## config.mk

```make
export PLATFORM = sky130hd
export DESIGN_NAME = load_store_unit
export DESIGN_NICKNAME = d
export VERILOG_FILES = /design/src/rtl/load_store_unit_pkg.sv /design/src/rtl/lsu_load_align.sv /design/src/rtl/load_store_unit.sv
export SDC_FILE = /design/constraint.sdc
export NUM_CORES = 1
export LEC_CHECK = 0
export BUFFER_PORTS_ARGS = -buffer_cell sky130_fd_sc_hd__buf_2
export CORE_MARGIN = 5
export CORE_UTILIZATION = 35
export DETAILED_ROUTE_END_ITERATION = 10
export PLACE_DENSITY = 0.69
export SETUP_SLACK_MARGIN = 0.5
export SLEW_MARGIN = 15
export SYNTH_ARGS = -nofsm -noshare
export SYNTH_HDL_FRONTEND = slang
export SYNTH_SLANG_ARGS = --single-unit
```

## constraint.sdc

```tcl
create_clock -name clk_i -period 2.1 [get_ports clk_i]
set_clock_uncertainty 0.15 [all_clocks]
set_input_delay 0.315 -clock clk_i [delete_from_list [all_inputs] [get_ports clk_i]]
set_output_delay 0.315 -clock clk_i [all_outputs]
set_load 0.05 [all_outputs]
```

## src/rtl/load_store_unit_pkg.sv

```systemverilog
// Shared types and constants for the load/store unit.
// Holds FSM state, funct3 encodings, byte-enable patterns and a size decode helper.
package load_store_unit_pkg;

    typedef logic       enable_t;
    typedef logic [2:0] funct3_t;

    typedef enum logic [1:0] {
        IDLE,
        ADDR,
        RESP
    } lsu_state_t;

    typedef enum logic [2:0] {
        FUNCT3_LB  = 3'b000,
        FUNCT3_LH  = 3'b001,
        FUNCT3_LW  = 3'b010,
        FUNCT3_LBU = 3'b100,
        FUNCT3_LHU = 3'b101
    } load_funct3_t;

    typedef enum logic [2:0] {
        FUNCT3_SB = 3'b000,
        FUNCT3_SH = 3'b001,
        FUNCT3_SW = 3'b010
    } store_funct3_t;

    typedef enum logic [1:0] {
        SZ_BYTE,
        SZ_HALF,
        SZ_WORD
    } access_size_t;

    localparam logic [3:0] BE_BYTE = 4'b0001;
    localparam logic [3:0] BE_HALF = 4'b0011;
    localparam logic [3:0] BE_WORD = 4'b1111;

    // funct3[2] only selects sign; undefined widths behave as word.
    function automatic access_size_t access_size(input funct3_t f3);
        case (f3[1:0])
            2'b00:   access_size = SZ_BYTE;
            2'b01:   access_size = SZ_HALF;
            default: access_size = SZ_WORD;
        endcase
    endfunction

endpackage

```

## src/rtl/lsu_load_align.sv

```systemverilog
// Load data formatter: selects the addressed byte/half of the raw word
// and sign/zero-extends it. Ports: raw_word, offset, funct3 in; data out.
module lsu_load_align
    import load_store_unit_pkg::*;
(
    input  logic [31:0] raw_word,
    input  logic [1:0]  offset,
    input  funct3_t     funct3,
    output logic [31:0] data
);

    logic [7:0]  byte_sel;
    logic [15:0] half_sel;

    always_comb begin
        byte_sel = raw_word[{offset, 3'b000} +: 8];
        half_sel = raw_word[{offset[1], 4'b0000} +: 16];
        data     = raw_word;
        case (funct3)
            FUNCT3_LB:  data = {{24{byte_sel[7]}}, byte_sel};
            FUNCT3_LBU: data = {24'h0, byte_sel};
            FUNCT3_LH:  data = {{16{half_sel[15]}}, half_sel};
            FUNCT3_LHU: data = {16'h0, half_sel};
            default:    data = raw_word;
        endcase
    end

endmodule

```

## src/rtl/load_store_unit.sv

```systemverilog
// Memory-stage load/store unit: one req/gnt/rvalid transaction per load or store,
// with byte enables, store lane replication, load extension and pipeline stall.
// Ports: pipeline controls (mem_read_c_i, mem_write_c_i, funct3_i, addr_i, wdata_i),
// pipeline results (stall_o, rdata_o, ld_done_o, misaligned_o),
// memory port (req_o, we_o, addr_o, be_o, wdata_o, gnt_i, rvalid_i, rdata_i).
// Build option: LSU_MISALIGN_TRAP_EN rejects misaligned accesses instead of
// truncating the offset to natural alignment.
module load_store_unit
    import load_store_unit_pkg::*;
#(
    parameter int ADDR_W      = 32,
    parameter int MEM_LAT_MIN = 1
) (
    input  logic              clk_i,
    input  logic              rst_ni,
    input  enable_t           mem_read_c_i,
    input  enable_t           mem_write_c_i,
    input  funct3_t           funct3_i,
    input  logic [ADDR_W-1:0] addr_i,
    input  logic [31:0]       wdata_i,
    output logic              stall_o,
    output logic [31:0]       rdata_o,
    output logic              ld_done_o,
    output logic              misaligned_o,
    output logic              req_o,
    output logic              we_o,
    output logic [ADDR_W-1:0] addr_o,
    output logic [3:0]        be_o,
    output logic [31:0]       wdata_o,
    input  logic              gnt_i,
    input  logic              rvalid_i,
    input  logic [31:0]       rdata_i
);

    lsu_state_t   state, state_nxt;
    logic         we_q;
    funct3_t      funct3_q;
    logic [1:0]   off_q;

    logic         access;
    access_size_t size;
    logic [1:0]   off;
    logic [3:0]   be_nxt;
    logic [31:0]  wdata_nxt;
    logic         misaligned;
    logic         mis_pulse;
    logic         capture;
    logic [31:0]  load_data;

    lsu_load_align u_align (
        .raw_word (rdata_i),
        .offset   (off_q),
        .funct3   (funct3_q),
        .data     (load_data)
    );

    always_comb begin
        access = mem_read_c_i | mem_write_c_i;
        size   = access_size(funct3_i);
        off    = addr_i[1:0];
        if (size == SZ_HALF) off = {addr_i[1], 1'b0};
        if (size == SZ_WORD) off = 2'b00;

        be_nxt    = BE_WORD;
        wdata_nxt = wdata_i;
        if (!mem_read_c_i) begin
            case (size)
                SZ_BYTE: begin
                    be_nxt    = BE_BYTE << off;
                    wdata_nxt = {4{wdata_i[7:0]}};
                end
                SZ_HALF: begin
                    be_nxt    = BE_HALF << off;
                    wdata_nxt = {2{wdata_i[15:0]}};
                end
                default: begin
                    be_nxt    = BE_WORD;
                    wdata_nxt = wdata_i;
                end
            endcase
        end

`ifdef LSU_MISALIGN_TRAP_EN
        misaligned = (size == SZ_HALF && addr_i[0])
                   || (size == SZ_WORD && addr_i[1:0] != 2'b00);
`else
        misaligned = 1'b0;
`endif
    end

`ifdef LSU_MISALIGN_TRAP_EN
    // Set after the trap cycle so the held instruction retires next cycle.
    logic mis_q;
`endif

    always_comb begin
        state_nxt = state;
        stall_o   = 1'b0;
        req_o     = 1'b0;
        ld_done_o = 1'b0;
        mis_pulse = 1'b0;
        capture   = 1'b0;
        unique case (state)
            IDLE: begin
                if (access && !misaligned) begin
                    stall_o   = 1'b1;
                    capture   = 1'b1;
                    state_nxt = ADDR;
                end
`ifdef LSU_MISALIGN_TRAP_EN
                else if (access && !mis_q) begin
                    stall_o   = 1'b1;
                    mis_pulse = 1'b1;
                end
`endif
            end
            ADDR: begin
                req_o   = 1'b1;
                stall_o = 1'b1;
                if (gnt_i) begin
                    if (we_q) begin
                        stall_o   = 1'b0;
                        state_nxt = IDLE;
                    end else begin
                        state_nxt = RESP;
                    end
                end
            end
            RESP: begin
                stall_o = 1'b1;
                if (rvalid_i) begin
                    stall_o   = 1'b0;
                    ld_done_o = 1'b1;
                    state_nxt = IDLE;
                end
            end
            default: state_nxt = IDLE;
        endcase
        misaligned_o = mis_pulse;
        we_o         = req_o & we_q;
        rdata_o      = ld_done_o ? load_data : 32'h0;
    end

    always_ff @(posedge clk_i) begin
        if (!rst_ni) begin
            state    <= IDLE;
            we_q     <= 1'b0;
            addr_o   <= '0;
            be_o     <= 4'h0;
            wdata_o  <= 32'h0;
            funct3_q <= 3'b000;
            off_q    <= 2'b00;
        end else begin
            state <= state_nxt;
            if (capture) begin
                we_q     <= ~mem_read_c_i;
                addr_o   <= {addr_i[ADDR_W-1:2], 2'b00};
                be_o     <= be_nxt;
                wdata_o  <= wdata_nxt;
                funct3_q <= funct3_i;
                off_q    <= off;
            end
        end
    end

`ifdef LSU_MISALIGN_TRAP_EN
    always_ff @(posedge clk_i) begin
        if (!rst_ni) mis_q <= 1'b0;
        else         mis_q <= mis_pulse;
    end
`endif

    // Memory never answers a read in its own grant cycle.
    always_ff @(posedge clk_i) begin
        if (rst_ni && state == ADDR && gnt_i && !we_q)
            assert (MEM_LAT_MIN >= 1 && !rvalid_i);
    end

endmodule

```

### After elaboration in Yosys (flattened, before gate mapping)

Index checks and enable logic that the tools add are counted.

| operators by class | value |
|---|---|
| muxes and demuxes | 23 |
| bitwise operators | 3 |
| eq/ne operators | 11 |
| shift operators | 4 |
| reductions and logical operators | 5 |

Operators with widths:

| operator | count |
|---|---|
| $pmux 32 s4 | 1 |
| $mux 32 | 2 |
| $pmux 32 s2 | 1 |
| $shiftx 32x6->16 | 1 |
| $shiftx 32x6->8 | 1 |
| $mux 2 | 5 |
| $mux 1 | 9 |
| $pmux 4 s2 | 1 |
| $eq 2x1->1 const B | 3 |
| $eq 3x3->1 const B | 2 |
| $logic_not 2->1 | 3 |
| $ne 2x2->1 const B | 3 |
| $pmux 2 s3 | 1 |
| $eq 2x2->1 const B | 2 |
| $mux 4 | 1 |
| $pmux 2 s2 | 1 |
| $shl 1x2->4 const A | 1 |
| $shl 2x2->4 const A | 1 |
| $eq 3x1->1 const B | 1 |
| $logic_not 3->1 | 1 |
| $pmux 1 s3 | 1 |
| $reduce_and 3->1 | 1 |
| $and 1x1->1 | 1 |
| $not 1->1 | 1 |
| $or 1x1->1 | 1 |

| word-level totals | value |
|---|---|
| register bits | 74 |

### Longest topological paths before layout

Gate-level depths: netlist of the first run.

| logic depth | value |
|---|---|
| depth after elaboration | 8 |
| gate-level depth with buffers | 6 |
| mapped depth without buffers | 4 |

### Cells and area by module

A second synthesis of the first run with hierarchy kept.

| second synthesis, totals | value |
|---|---|
| cell total of the unflattened synthesis | 526 |
| area total of the unflattened synthesis | 3,997.6 um^2 |

By module, submodules not included:

| module | area an instance (um^2) | cells an instance | sequential area each (um^2) | times used |
|---|---|---|---|---|
| load_store_unit | 3,369.5 | 417 | 1,481.4 | 1 |
| lsu_load_align | 628.1 | 109 | 0.0 | 1 |

### Worst setup path before layout of the first run

No wires, ideal clock.

| path | value |
|---|---|
| path type | reg2out |
| start point | reg off_q[0] |
| end point | out rdata_o[10] |
| setup slack | -0.746 ns |
| cell stages (with the launch flop) | 6 |
| required time | 1.635 ns |
| arrival time | 2.381 ns |
| path buffers | 1 |
| path through | dfxtp_1 > or3b_1 > buf_2 > o22ai_4 > a21oi_2 > a221oi_1 |

| on the way | value |
|---|---|
| longest elaborated chain between the ends | 3 |

RTL lines:

| element | RTL line | source |
|---|---|---|
| start: declaration | load_store_unit.sv:38 | `logic [1:0] off_q;` |
| start signal: assignment | load_store_unit.sv:152 | `off_q <= 2'b00;` |
| start signal: assignment | load_store_unit.sv:161 | `off_q <= off;` |
| $shiftx 32x6->8 | lsu_load_align.sv:16 | `byte_sel = raw_word[{offset, 3'b000} +: 8];` |
| $pmux 32 s4 | lsu_load_align.sv:19 | `case (funct3)` |
| $mux 32 | load_store_unit.sv:141 | `rdata_o = ld_done_o ? load_data : 32'h0;` |
| end: declaration | load_store_unit.sv:22 | `output logic [31:0] rdata_o,` |

No other way between the ends.

### Worst setup path in the final report of the first run

| path | value |
|---|---|
| start point | reg off_q[0] |
| end point | out rdata_o[11] |

The elaborated chain is that of the path after synthesis.

==> summary.md, run 1 <==
| Metric | Value |
|---|---|
| Status | `finished with violations` |
| Failing checks | `negative setup slack` |
| Die Span Y | `110 µm` |
| MaxCap Viol Count | `0` |
| Share of post-route cells with drive strength above 1 | `between 40% and 50%` |
| CTS Hold Buffers Added | `0` |
| Hold depth | `3` |
| Worst-margin pin slew | `698 ps` |
| Setup slack, reg-to-reg | `roughly 530 ps` |
| Via-to-Cell Ratio | `between 5 and 6` |
| Synth top area cells | `dfxtp_1 43%, nand2_1 18%, a21oi_1 8.9%` |
| Detailed placement HPWL | `approximately 9.4 mm` |
| Placement Rows | `36` |
| P_leak | `2.73 nW` |
| Synth cell types | `37` |
| Worst Hold Class | `in2reg` |
| CTS tree | `done` |
| Setup crit end kind | `output port` |
| IO buf count | `slightly above 200` |
| Fin area | `about 6000 µm²` |
| Crit Path Class | `reg2out` |
| Crit-path max FO | `8` |
| Mapped cell area | `3480 µm²` |
| Arr. time, crit path | `roughly 2000 ps` |
| Final Setup Violations | `32` |
| GRT Residual Overflow | `0` |
| Die area | `12,100 µm²` |
| Core Area | `9730 µm²` |
| Top-Level Pins | `210` |
| Clock buffer depth | `2` |
| Root buffer cell | `clkbuf_8` |
| Cells after Synth | `481` |
| Top-area cell type share of the netlist area | `between 40% and 50%` |
| Sequential share of the synthesized area | `between 40% and 50%` |
| Initial Util | `~36%` |
| Fin crit share | `119%` |
| Final Total Pwr | `roughly 0.0043 W` |
| Reg2Reg Depth | `7` |
| Fmax | `roughly 400 MHz` |
| Final Hold Viols | `0` |
| GP Congestion | `0.796` |
| Initial antenna violation count | `1` |
| Die W | `roughly 110 µm` |
| Vias in the first global route | `around 4,200` |
| Relative slew margins | `a little over half` |
| Count of warnings emitted by yosys | `0` |
| Ant diodes | `0` |
| Antenna-violating nets left | `0` |
| Commonest cells in the netlist | `164 x nand2_1, 74 x dfxtp_1, 62 x a21oi_1` |
| Post-route DRC | `0` |
| Drt total wl | `around 14 mm` |
| Synth async-reset ratio | `0%` |
| Area leader, netlist | `dfxtp_1` |
| Cell with the most instances after synthesis | `nand2_1` |
| Predominant post-synthesis flop cell | `dfxtp_1` |
| P&R area growth vs syn | `76.4%` |
| Initial DRT Pass Iterations | `4` |
| Initial detailed-routing violation count | `about 260` |
| Post-Place Cell Area | `~5000 µm²` |
| Tot GR Track Use | `21.7%` |
| Final Max Slew Viols | `0` |
| Peak supply drop | `about 0.00055 V` |
| Drt wl/cell | `roughly 17 µm` |
| Cell Pwr Density | `between 600 and 700 nW/µm²` |
| Clock sinks | `74` |
| Avg Cell Area, Syn | `about 7.2 µm²` |
| Final #Nets | `about 800` |
| CTS clk-pin slew, worst paths | `70 ps` |
| Crit start category | `flop` |
| Largest net degree at the start of global routing | `between 50 and 60` |
| PnR worst setup slack | `-392 ps` |
| Post-layout minimum cycle time | `2490 ps` |
| TritonCTS buffer count | `9` |
| RSZ-0062 raised after global routing | `yes` |
| Wire length of the first global-routing pass | `about 21 mm` |
| H-tree depth | `3` |
| Worst path required time | `roughly 1600 ps` |
| Seq cells post-synth | `74` |
| Post-synth EDFFs | `0` |
| Via count | `4,332` |
| Clk_lat worst skew | `~340 ps` |
## worst paths after layout
kind | endpoint | startpoint
max | rdata_o[11] | off_q[0]
max reg2reg | addr_o[25] | state[0]
min | addr_o[14] | addr_i[14]
min reg2reg | addr_o[7] | addr_o[7]
## worst max-delay path: stages (launching register included)
cell      delay (ps)
dfxtp_2          330
or3_4            390
o22ai_4          180
buf_6            130
a21oi_4           50
buf_12           150
a221oi_4         260
buf_6            200
## power by group
part           internal [W]  switching, W
clock network      0.000614      0.000501
registers           0.00153     0.0000709
logic              0.000511       0.00104
total               0.00266       0.00161
## state kept, by name, summed over array words and instances, names as in the netlist
| register | flops |
|---|---|
| addr_o | 30 |
| be_o | 4 |
| funct3_q | 3 |
| off_q | 2 |
| state | 2 |
| wdata_o | 32 |
| we_q | 1 |
## cells in the final DEF (no fill, tap or decap), drive strengths merged, types with 10 or more instances in the layout
cell / count
buf: 240
nand2: 164
dfxtp: 74
a21oi: 63
o21ai: 24
nor2: 21
clkbuf: 19
o211ai: 16
inv: 13
mux2i: 10
## final cells by class
type | instances | area [µm²]
tap | 133 | 166
sequential | 74 | 1500
fill | 823 | 3580
multi-input combinational | 356 | 2390
timing repair buffer | 245 | 1830
clock buffer | 14 | 163
clock inverter | 2 | 35.0
inverter | 14 | 56.3
## layer usage
layer | part of all wire, % | wire, µm | track usage, % | vias up
met3 | 10 | 1420 | 7.52 | 26
li1 | - | - | - | 2074
met1 | 39 | 5460 | 24.6 | 2032
met5 | 0.071 | 10 | 0 | -
met2 | 49 | 6920 | 36.8 | 198
met4 | 2.0 | 285 | 9.08 | 2
## what timing repair did
action	in CTS	in global routing
setup buffers	4	6
gates cloned	1	4
gates resized for setup	145	52
pin swaps	19	16
setup endpoints to repair	37	60
## kinds of logic (layout without fill, tap and decap cells)
family | Yosys count | in the layout | share of synthesized area (%)
DFF | 74 | 74 | 42.5
muxes | 10 | 10 | 2.87
other | 1 | 3 | 0.108
buffers and inverters | 53 | 275 | 6.43
and+or+nand+nor | 206 | 206 | 23.6
AOI/OAI and AO/OA | 137 | 137 | 24.5
## through the flow
stage	util, %	setup WS, ps	cells	hold slack [ps]	TNS (ps)
detailed placement	51.6	-108	807	291	-2240
finish	63.2	-392	838	53.1	-9550
global placement	51.6	-86.0	807	287	-1210
global route	63.2	-496	838	46.3	-12270
CTS	59.9	-403	828	22.4	-10300
floorplan	-	-222	483	278	-4300
(Power assumes the default switching activity.)
==> run 2: changes to the inputs <==
- ABC_AREA: not set -> 1
- PLACE_DENSITY: 0.69 -> 0.67
- SKIP_LAST_GASP: not set -> 1
==> run 2 against run 1 <==
- the run still ends with negative setup slack left
- die area rose by 11%
- clock power rose by 14%
- non-clock buffer count rose by 23
- final cell count rose by 14%
- utilization rose by 0.63 points
- design area rose by 13%
- largest cell class unchanged
- count of clock-buffer cells in the layout fell by 4
- first-iteration DRC count rose by 82%
- routed wire length rose by 13%
==> summary.md, run 2 <==
| Metric | Value |
|---|---|
| Status | `finished with violations` |
| Failing checks | `negative setup slack` |
| Synth Area in Compound Gates | `27.3% (+2.8 points)` |
| Clk_lat worst skew | `340 ps (about the same)` |
| Fin crit share | `103% (-16 points)` |
| GP Congestion | `0.881 (+11%)` |
| Crit start category | `flop` |
| Count of warnings emitted by yosys | `0 (unchanged)` |
| Worst-path cell chain | `buf_6 > nor2_4 > inv_4 > nor2_4 > nand2_4 > buf_16 > a21oi_4 > buf_8` |
| Post-synthesis mux area share | `0% (-2.9 points)` |
| Vias in the first global route | `4,793 (+13%)` |
| Tot GR Track Use | `22.2% (+0.51 points)` |
| Post-synth EDFFs | `0 (unchanged)` |
| Crit path buf inv count | `4 (+1)` |
| Synth top area cells | `dfxtp_1 38%, o21ai_0 12%, a21oi_1 9.9%` |
| Largest regs | `wdata_o x32, addr_o x30, be_o x4` |
| P&R area growth vs syn | `77.6%` |
| Die area | `13,400 µm² (+11%)` |
| Cell with the most instances after synthesis | `nand2_1` |
| Crit path largest cell delay | `350 ps (-40 ps)` |
| Filler cells | `879 (+6.8%)` |
| CTS tree | `done` |
| Post-layout minimum cycle time | `2160 ps (-337 ps)` |
| Cells after Synth | `575 (+20%)` |
| Drt total wl | `16.0 mm (+13%)` |
| Predominant post-synthesis flop cell | `dfxtp_1` |
| Antenna-violating nets left | `0 (unchanged)` |
| Initial antenna violation count | `0 (-1)` |
| Setup crit end kind | `output port` |
| Avg Cell Area, Syn | `6.80 µm² (-6.1%)` |
| PnR worst setup slack | `-55.0 ps (+337 ps)` |
| Hold_sp | `addr_i[27]` |
| Core Area | `10,900 µm² (+12%)` |
| Post-route DRC | `0 (unchanged)` |
| Number of flip-flops in the largest register | `32 (unchanged)` |
| Setup slack, reg-to-reg | `400 ps (-130 ps)` |
| TritonCTS buffer count | `9 (unchanged)` |
| Clock sinks | `74 (unchanged)` |
| Final Total Pwr | `0.00522 W (+22%)` |
| Ant diodes | `0 (unchanged)` |
| Die Span Y | `116 µm (+5.4%)` |
| Crit-path max FO | `6 (-2)` |
| Root buffer cell | `clkbuf_8` |
| Seq cells post-synth | `74 (unchanged)` |
| Sequential share of the synthesized area | `37.9% (-4.6 points)` |
| Drt wl/cell | `16.7 µm (-1.0%)` |
| Share of post-route cells with drive strength above 1 | `49.7% (+1.2 points)` |
| Via-to-Cell Ratio | `5.13 (-0.84%)` |
| Synth async-reset ratio | `0% (unchanged)` |
| Placement Rows | `38 (+5.6%)` |
| GRT Residual Overflow | `0 (unchanged)` |
| Detailed placement HPWL | `10.5 mm (+12%)` |
| Worst path required time | `1630 ps (about the same)` |
| Peak supply drop | `0.000542 V (-1.7%)` |
| Critical path's top delay family | `buffers and inverters` |
| Synth Area in Simple Gates | `24.2% (+0.60 points)` |
| Placed cells | `900 (+12%)` |
| Wire length of the first global-routing pass | `23.7 mm (+15%)` |
| Most frequent cells in the layout | `170 x buf_2, 93 x nand2_1, 70 x nor2_1` |
| Reg2Reg Depth | `11 (+4)` |
| Initial Util | `35.9% (+0.11 points)` |
| Commonest cells in the netlist | `101 x nand2_1, 92 x o21ai_0, 84 x nor2_1` |
| P_leak | `3.15 nW (+16%)` |
| Synth Area in Adders | `0% (unchanged)` |
| Largest net degree at the start of global routing | `33 (-40%)` |
| Worst-margin pin slew | `526 ps (-172 ps)` |
| Top-Level Pins | `210 (unchanged)` |
| RSZ-0062 raised after global routing | `yes` |
| Most flops, register | `wdata_o` |
| Cell Pwr Density | `751 nW/µm² (+8.1%)` |
| CTS clk-pin slew, worst paths | `80 ps (about the same)` |
| Commonest non-fill, non-tap cell in the layout | `buf_2` |
| MaxCap Viol Count | `0 (unchanged)` |
| Arr. time, crit path | `1690 ps (-340 ps)` |
| Crit Path Class | `reg2out` |
| Area leader, netlist | `dfxtp_1` |
| Place WS | `-166 ps (-58.2 ps)` |
| Main combinational cell family by area after synthesis | `compound AO/OA/AOI/OAI gates` |
| Synth Area in XOR/XNOR | `0% (unchanged)` |
| Crit Reg-Reg Endpoint | `addr_o[20]` |
| Fmax | `464 MHz (+16%)` |
| H-tree depth | `3 (unchanged)` |
| Final non-filler cell total | `959 (+14%)` |
| Top-area cell type share of the netlist area | `37.9% (-4.6 points)` |
| Initial DRT Pass Iterations | `4 (unchanged)` |
| Relative slew margins | `64.9% (+11 points)` |
| Final Setup Violations | `21 (-34%)` |
| Final Hold Viols | `0 (unchanged)` |
| Final #Nets | `919 (+14%)` |
| Hold depth | `3 (unchanged)` |
| Worst Hold Class | `in2reg` |
| Hold Path End | `addr_o[27]` |
| Mapped cell area | `3910 µm² (+12%)` |
| IO buf count | `206 (unchanged)` |
| Worst R2R Start | `state[1]` |
| Die W | `116 µm (+5.4%)` |
| Initial detailed-routing violation count | `467 (+82%)` |
| Most numerous cell on the critical path | `nor2_4` |
| Clock buffer depth | `2 (unchanged)` |
| Final Max Slew Viols | `0 (unchanged)` |
| Synth cell types | `31 (-16%)` |
| Via count | `4,916 (+13%)` |
| Slowest CP cell | `dfxtp_4` |
-- run 2: worst max path at each step --
stage	from	to	slack (ps)	cells past startpoint
CTS	off_q[1]	rdata_o[14]	-100	8
global placement	rdata_i[15]	rdata_o[31]	-130	8
detailed placement	rdata_i[31]	rdata_o[17]	-170	8
global route	off_q[1]	rdata_o[12]	-120	8
finish	funct3_q[1]	rdata_o[12]	-60	8
floorplan	funct3_q[1]	rdata_o[21]	280	7
-- run 2: repair_timing --
action	CTS	global route
gates resized for setup	137	78
cloned	6	7
endpoints found under the setup margin	38	90
buffers inserted	17	13
hold buffers	0	0
pin swaps	29	19
-- run 2: layout make-up --
class,instances,area [µm²],area share [%]
Multi-Input combinational cell,426,2670,38.5
Sequential cell,74,1500,21.6
Clock buffer,10,138,1.98
Tap cell,140,175,2.52
Clock inverter,6,90.1,1.30
Timing Repair Buffer,268,2220,31.9
Inverter,35,151,2.18
-- run 2: routing by layer --
metal | vias to the layer above | wire [µm] | GRT usage [%]
li1 | 2380 | - | -
met1 | 2310 | 6170 | 25.9
met2 | 202 | 7940 | 38.7
met3 | 24 | 1570 | 6.89
met4 | 0 | 291 | 7.35
met5 | - | 0 | 0
-- run 2: tightest hold or removal path, stage by stage --
cell and delay (ps):
buf_2 70, nor2_1 30, nor2_1 80
-- run 2: per-stage QoR --
| step | utilization [%] | hold WS, ps | TNS [ps] | cell area (µm²) |
|---|---|---|---|---|
| 2_1_floorplan | - | 300 | 0 | 4380 |
| 3_3_place_gp | 50.2 | 301 | -1870 | 5470 |
| 3_5_place_dp | 50.2 | 306 | -2430 | 5470 |
| 4_1_cts | 59.1 | 18.8 | -2140 | 6440 |
| 5_1_grt | 63.8 | 31.5 | -2040 | 6950 |
| 6_report | 63.8 | 35.4 | -361 | 6950 |
-- run 2: kinds of logic after synthesis --
logic type / Yosys count
simple gates: 224
compound gates: 197
buf+inv: 79
flops: 74
other cells: 1
-- run 2: power by group --
| part | total [W] | internal (W) | switching (W) |
|---|---|---|---|
| registers | 0.00166 | 0.00157 | 0.0000948 |
| logic | 0.00229 | 0.000794 | 0.00150 |
| clock network | 0.00126 | 0.000703 | 0.000556 |
